==> src/rtl/mm_pkg.sv <==
// Shared definitions for the matrix-multiply sequencer: state encoding and index-width helper.
package mm_pkg;

  typedef logic [1:0] mm_state_t;

  localparam mm_state_t ST_IDLE  = 2'b00;
  localparam mm_state_t ST_MAC   = 2'b01;
  localparam mm_state_t ST_STORE = 2'b10;
  localparam mm_state_t ST_DONE  = 2'b11;

  // Index width for a counter spanning 0..n-1, never narrower than one bit.
  function automatic int unsigned idx_width(input int unsigned n);
    return (n > 1) ? $clog2(n) : 1;
  endfunction

endpackage

==> src/rtl/mm_idx_counter.sv <==
// Bounded index counter: counts 0..LIMIT-1, wraps to 0 on increment at terminal count.
module mm_idx_counter #(
  parameter int unsigned W     = 1,
  parameter int unsigned LIMIT = 2
) (
  input  logic         i_clk,
  input  logic         i_rst_n,
  input  logic         i_clr,
  input  logic         i_inc,
  output logic [W-1:0] o_cnt,
  output logic         o_tc
);

  localparam logic [W-1:0] LAST = W'(LIMIT - 1);

  logic [W-1:0] r_cnt;
  logic [W-1:0] w_cnt_d;

  assign o_tc  = (r_cnt == LAST);
  assign o_cnt = r_cnt;

  always_comb begin
    w_cnt_d = r_cnt;
    if (i_clr) begin
      w_cnt_d = '0;
    end else if (i_inc) begin
      w_cnt_d = o_tc ? '0 : r_cnt + 1'b1;
    end
  end

  always_ff @(posedge i_clk or negedge i_rst_n) begin
    if (!i_rst_n) begin
      r_cnt <= '0;
    end else begin
      r_cnt <= w_cnt_d;
    end
  end

endmodule

==> src/rtl/mm_seq_ctrl.sv <==
// Sequencer for an ROWS x INNER by INNER x COLS matrix multiply: K MAC steps then one store per
// output entry, row-major. Define MM_STALL_EN to add the i_op_valid operand-stall input.
module mm_seq_ctrl
  import mm_pkg::*;
#(
  parameter int unsigned ROWS  = 2,
  parameter int unsigned COLS  = 2,
  parameter int unsigned INNER = 2
) (
  input  logic                          i_clk,
  input  logic                          i_rst_n,
  input  logic                          i_start,
`ifdef MM_STALL_EN
  input  logic                          i_op_valid,
`endif
  output logic                          o_busy,
  output logic [idx_width(ROWS)-1:0]    o_row_idx,
  output logic [idx_width(COLS)-1:0]    o_col_idx,
  output logic [idx_width(INNER)-1:0]   o_k_idx,
  output logic                          o_mac_en,
  output logic                          o_acc_clr,
  output logic                          o_wr_en,
  output logic                          o_done
);

  localparam int unsigned RW = idx_width(ROWS);
  localparam int unsigned CW = idx_width(COLS);
  localparam int unsigned KW = idx_width(INNER);

  mm_state_t r_state;
  mm_state_t w_state_d;

  logic          w_step;
  logic          w_idle;
  logic          w_k_inc;
  logic          w_col_inc;
  logic          w_row_inc;
  logic          w_k_tc;
  logic          w_col_tc;
  logic          w_row_tc;
  logic [KW-1:0] w_k;
  logic [CW-1:0] w_col;
  logic [RW-1:0] w_row;

`ifdef MM_STALL_EN
  assign w_step = i_op_valid;
`else
  assign w_step = 1'b1;
`endif

  assign w_idle    = (r_state == ST_IDLE);
  assign w_k_inc   = (r_state == ST_MAC) & w_step;
  assign w_col_inc = (r_state == ST_STORE);
  assign w_row_inc = (r_state == ST_STORE) & w_col_tc;

  // Counters wrap to 0 on their last increment, so indices already read 0 in DONE and IDLE.
  mm_idx_counter #(.W(KW), .LIMIT(INNER)) u_k_cnt (
    .i_clk   (i_clk),
    .i_rst_n (i_rst_n),
    .i_clr   (w_idle),
    .i_inc   (w_k_inc),
    .o_cnt   (w_k),
    .o_tc    (w_k_tc)
  );

  mm_idx_counter #(.W(CW), .LIMIT(COLS)) u_col_cnt (
    .i_clk   (i_clk),
    .i_rst_n (i_rst_n),
    .i_clr   (w_idle),
    .i_inc   (w_col_inc),
    .o_cnt   (w_col),
    .o_tc    (w_col_tc)
  );

  mm_idx_counter #(.W(RW), .LIMIT(ROWS)) u_row_cnt (
    .i_clk   (i_clk),
    .i_rst_n (i_rst_n),
    .i_clr   (w_idle),
    .i_inc   (w_row_inc),
    .o_cnt   (w_row),
    .o_tc    (w_row_tc)
  );

  always_comb begin
    w_state_d = r_state;
    case (r_state)
      ST_IDLE:  if (i_start) w_state_d = ST_MAC;
      ST_MAC:   if (w_step && w_k_tc) w_state_d = ST_STORE;
      ST_STORE: w_state_d = (w_col_tc && w_row_tc) ? ST_DONE : ST_MAC;
      ST_DONE:  w_state_d = ST_IDLE;
      default:  w_state_d = ST_IDLE;
    endcase
  end

  always_ff @(posedge i_clk or negedge i_rst_n) begin
    if (!i_rst_n) begin
      r_state <= ST_IDLE;
    end else begin
      r_state <= w_state_d;
    end
  end

  assign o_busy    = ~w_idle;
  assign o_row_idx = w_row;
  assign o_col_idx = w_col;
  assign o_k_idx   = w_k;
  assign o_mac_en  = w_k_inc;
  // k holds at 0 through a stall, so the first step of an entry still clears.
  assign o_acc_clr = w_k_inc & (w_k == '0);
  assign o_wr_en   = (r_state == ST_STORE);
  assign o_done    = (r_state == ST_DONE);

endmodule

==> config.mk <==
export PLATFORM = sky130hd
export DESIGN_NAME = mm_seq_ctrl
export DESIGN_NICKNAME = d
export VERILOG_FILES = /design/src/rtl/mm_pkg.sv /design/src/rtl/mm_idx_counter.sv /design/src/rtl/mm_seq_ctrl.sv
export SDC_FILE = /design/constraint.sdc
export NUM_CORES = 1
export LEC_CHECK = 0
export CAP_MARGIN = 30
export CORE_AREA = 2 2 39 41
export DETAILED_ROUTE_END_ITERATION = 16
export DIE_AREA = 0 0 41 43
export GPL_TIMING_DRIVEN = 0
export PLACE_DENSITY_LB_ADDON = 0.05
export SLEW_MARGIN = 20
export SYNTH_ARGS = -nofsm -noshare
export SYNTH_HDL_FRONTEND = slang
export SYNTH_SLANG_ARGS = --single-unit
==> constraint.sdc <==
create_clock -name i_clk -period 1.16 [get_ports i_clk]
set_input_delay 0.116 -clock i_clk [delete_from_list [all_inputs] [get_ports i_clk]]
set_output_delay 0.116 -clock i_clk [all_outputs]
set_load 0.005 [all_outputs]
==> flow_metrics.py <==
metrics = {
    "status": {
        "status": "complete, but fails checks",
        "violations": "setup timing",
    },
    "synthesis": {
        "muxShareOfSynthArea_pct": 0,
        "syn_nets": 24,
        "ys_seq_area_share_pct": 53.8,
        "synthAdderAreaFrac_pct": 0,
        "syn_area_sq_um": 233,
        "ys_warn_count": 0,
        "synth_xor_area_share_pct": 0,
        "yosys-top-cells-area": "dfrtp_1 (54%), nor3b_2 (5.4%), a32o_2 (4.8%)",
        "yosys.area.top_type": "dfrtp_1",
        "synth_compound_area_share_pct": 17.2,
        "synth_top_family_by_area": "simple AND/OR/NAND/NOR gates",
        "synth-seq-cells": 5,
        "avgSynthCellArea_sq_um": 11.1,
        "synth_top_area_share_pct": 53.8,
        "synth-simple-area-share_pct": 25.8,
        "syn-instance-count": 21,
        "ys_types": 16,
    },
    "global_routing": {
        "grt_start_max_net_pins": 6,
        "grt_pass1_vias": 293,
        "overflow": 0,
        "grt_pass1_wl_mm": 1.23,
        "gr-usage-all-layers_pct": 10.7,
        "antenna_found_initial": 0,
    },
    "final_layout": {
        "regArea_sq_um": 129,
        "nets": 53,
        "nFillCells": 157,
        "finish.utilization_pct": 37.6,
        "antenna_cells": 0,
        "multi_input_area_sq_um": 136,
        "area_delta_synth_final_pct": 124,
        "drive_above_1_share_pct": 65.3,
    },
    "floorplan": {
        "dieWidth_um": 41,
        "core-area_sq_um": 1380,
        "die_y_um": 43,
        "start_util_pct": 16.8,
        "fp-row-count": 14,
        "boundaryPins": 11,
        "die_area_sq_um": 1760,
    },
    "clock_tree": {
        "root_buffer": "clkbuf_4",
        "cts_buffers": 3,
        "clock_sinks": 5,
        "cts_tree": "done",
        "clkLatencyLatePin_ps": 240,
        "h-tree-depth": 1,
        "cts_buffer_depth": 2,
        "hold_buffers": 0,
        "clk_pin_slew_worst_paths_ps": 50,
    },
    "route": {
        "drc": 0,
        "postRouteAntennaNets": 0,
        "drt_iter0_drc": 4,
        "dr_total_vias": 270,
        "detail_route.vias_per_cell": 4.15,
        "dr.pass1.iters": 2,
        "post_drt_wl_per_cell_um": 11.9,
        "totalWireLength_um": 774,
    },
    "sta": {
        "tns_ps": -96.3,
        "fmax_ghz": 0.820,
        "drv_slew": 0,
        "slew_headroom_pct": 82.9,
        "fin_crit_sh_pct": 105,
        "finalHoldViolations": 0,
        "setup_slack_ps": -60.1,
        "setup_violations": 2,
        "rsz0062_at_grt": "yes",
        "period_minus_slack_ps": 1220,
        "worstMarginPinSlew_ps": 256,
        "finClkSkew_ps": 3.01,
        "hold_ws_ps": 110,
    },
    "pwr": {
        "power-per-cell-area_nw_per_um2": 2600,
        "power_mw": 1.35,
        "leakagePower_nw": 0.274,
        "vdd_ir_drop_max_uv": 863,
    },
    "worst_setup_path": {
        "critical_path_arrival_ps": 1100,
        "cp_max_fo": 5,
        "crit_path_end_kind": "output port",
        "critPathKind": "reg -> out",
        "worst_ep_required_time_ps": 1040,
        "cp-start-kind": "register",
    },
    "place": {
        "gp_congestion": 0.562,
        "io_buffers": 10,
        "dp_hpwl_um": 413,
        "pre_cts_slack_ps": -226,
    },
    "worst_hold_path": {
        "hold_class": "in -> async",
    },
    "flow_run": {
        "max_cap_violations": 0,
    },
}
==> flip-flops by register name, indices dropped and copies added, names as in the netlist <==
name / cells
r_state: 2
u_col_cnt.o_cnt: 1
u_k_cnt.o_cnt: 1
u_row_cnt.o_cnt: 1
==> cell usage in the layout (no fill, tap or decap) <==
master and count:
o21ai_1 1, clkdlybuf4s50_1 2, dfrtp_2 3, or2_1 1, buf_6 6, inv_1 1, inv_2 1, buf_4 9
o311ai_4 1, nand2_1 2, buf_2 4, a21o_1 1, nor2b_4 1, nand2b_4 1, clkbuf_1 1, nor3b_4 1
and2_2 1, o21bai_1 1, nor2_1 1, clkbuf_4 3, dfrtp_1 2, nand3b_1 1, dlygate4sd2_1 3, a32o_2 1
==> worst paths after layout <==
check / to / start / cells past startpoint / slack [ps]
min: r_state[1] / i_rst_n / 1 / 110
min reg2reg: u_col_cnt.o_cnt / u_col_cnt.o_cnt / 2 / 590
max: o_acc_clr / r_state[1] / 3 / -60
max in group asynchronous: r_state[0] / i_rst_n / 1 / 830
max reg2reg: u_row_cnt.o_cnt / r_state[0] / 4 / 20
min in group i_clk: r_state[0] / i_start / 3 / 460
==> layer usage <==
metal  routed length [um]  vias up  track usage (%)
li1                     -      127                -
met1                  300      134             13.0
met2                  427        9             15.0
met3                   45        0             4.71
met4                    0        0             6.00
met5                    0        -                0
==> final cells by class <==
cell class	count	area share, %
well taps	16	3.85
repair buffers	24	38.7
clock buffers	4	5.05
multi-input cells	14	26.2
inverters	2	1.44
flip-flops and latches	5	24.8
==> kinds of logic (layout without fill, tap and decap cells) <==
| kind of cell | count (synthesis) | count (layout) |
|---|---|---|
| AND/OR/NAND/NOR | 9 | 9 |
| AO/OA/AOI/OAI | 5 | 5 |
| flip-flops | 5 | 5 |
| buffers and inverters | 2 | 30 |
==> synth_stat cells <==
master / n
o21bai_1: 1
and2_2: 1
a21o_1: 1
o311ai_1: 1
nor3b_2: 1
nand2_1: 2
inv_1: 1
nor2b_1: 1
inv_2: 1
dfrtp_1: 5
a32o_2: 1
nand3b_1: 1
o21ai_1: 1
nand2b_2: 1
nor2_1: 1
or2_1: 1
==> worst max-delay path: stages (launching register included) <==
cell     delay (ps)
dfrtp_2         430
buf_6           130
nor3b_4         170
buf_2           140
==> per-stage QoR <==
step | instance area [sq um] | instances
final | 520 | 65
after detailed placement | 353 | 47
after global routing | 520 | 65
after floorplan | 233 | 21
after global placement | 353 | 47
after CTS | 489 | 65
==> where the power goes <==
group,leakage (nW),switching [mW],internal (mW)
logic,0.198,0.282,0.554
registers,0.0613,0.0676,0.249
clock network,0.0150,0.0720,0.130
total,0.274,0.421,0.933
==> timing repair <==
item | 4_1_cts | 5_1_grt
pin swaps | 2 | 0
endpoints found under the hold margin | 0 | 0
setup buffers | 14 | 0
resized for setup | 33 | 5
endpoints found under the setup margin | 8 | 5
Note: power is estimated with default switching activity, not from simulation.
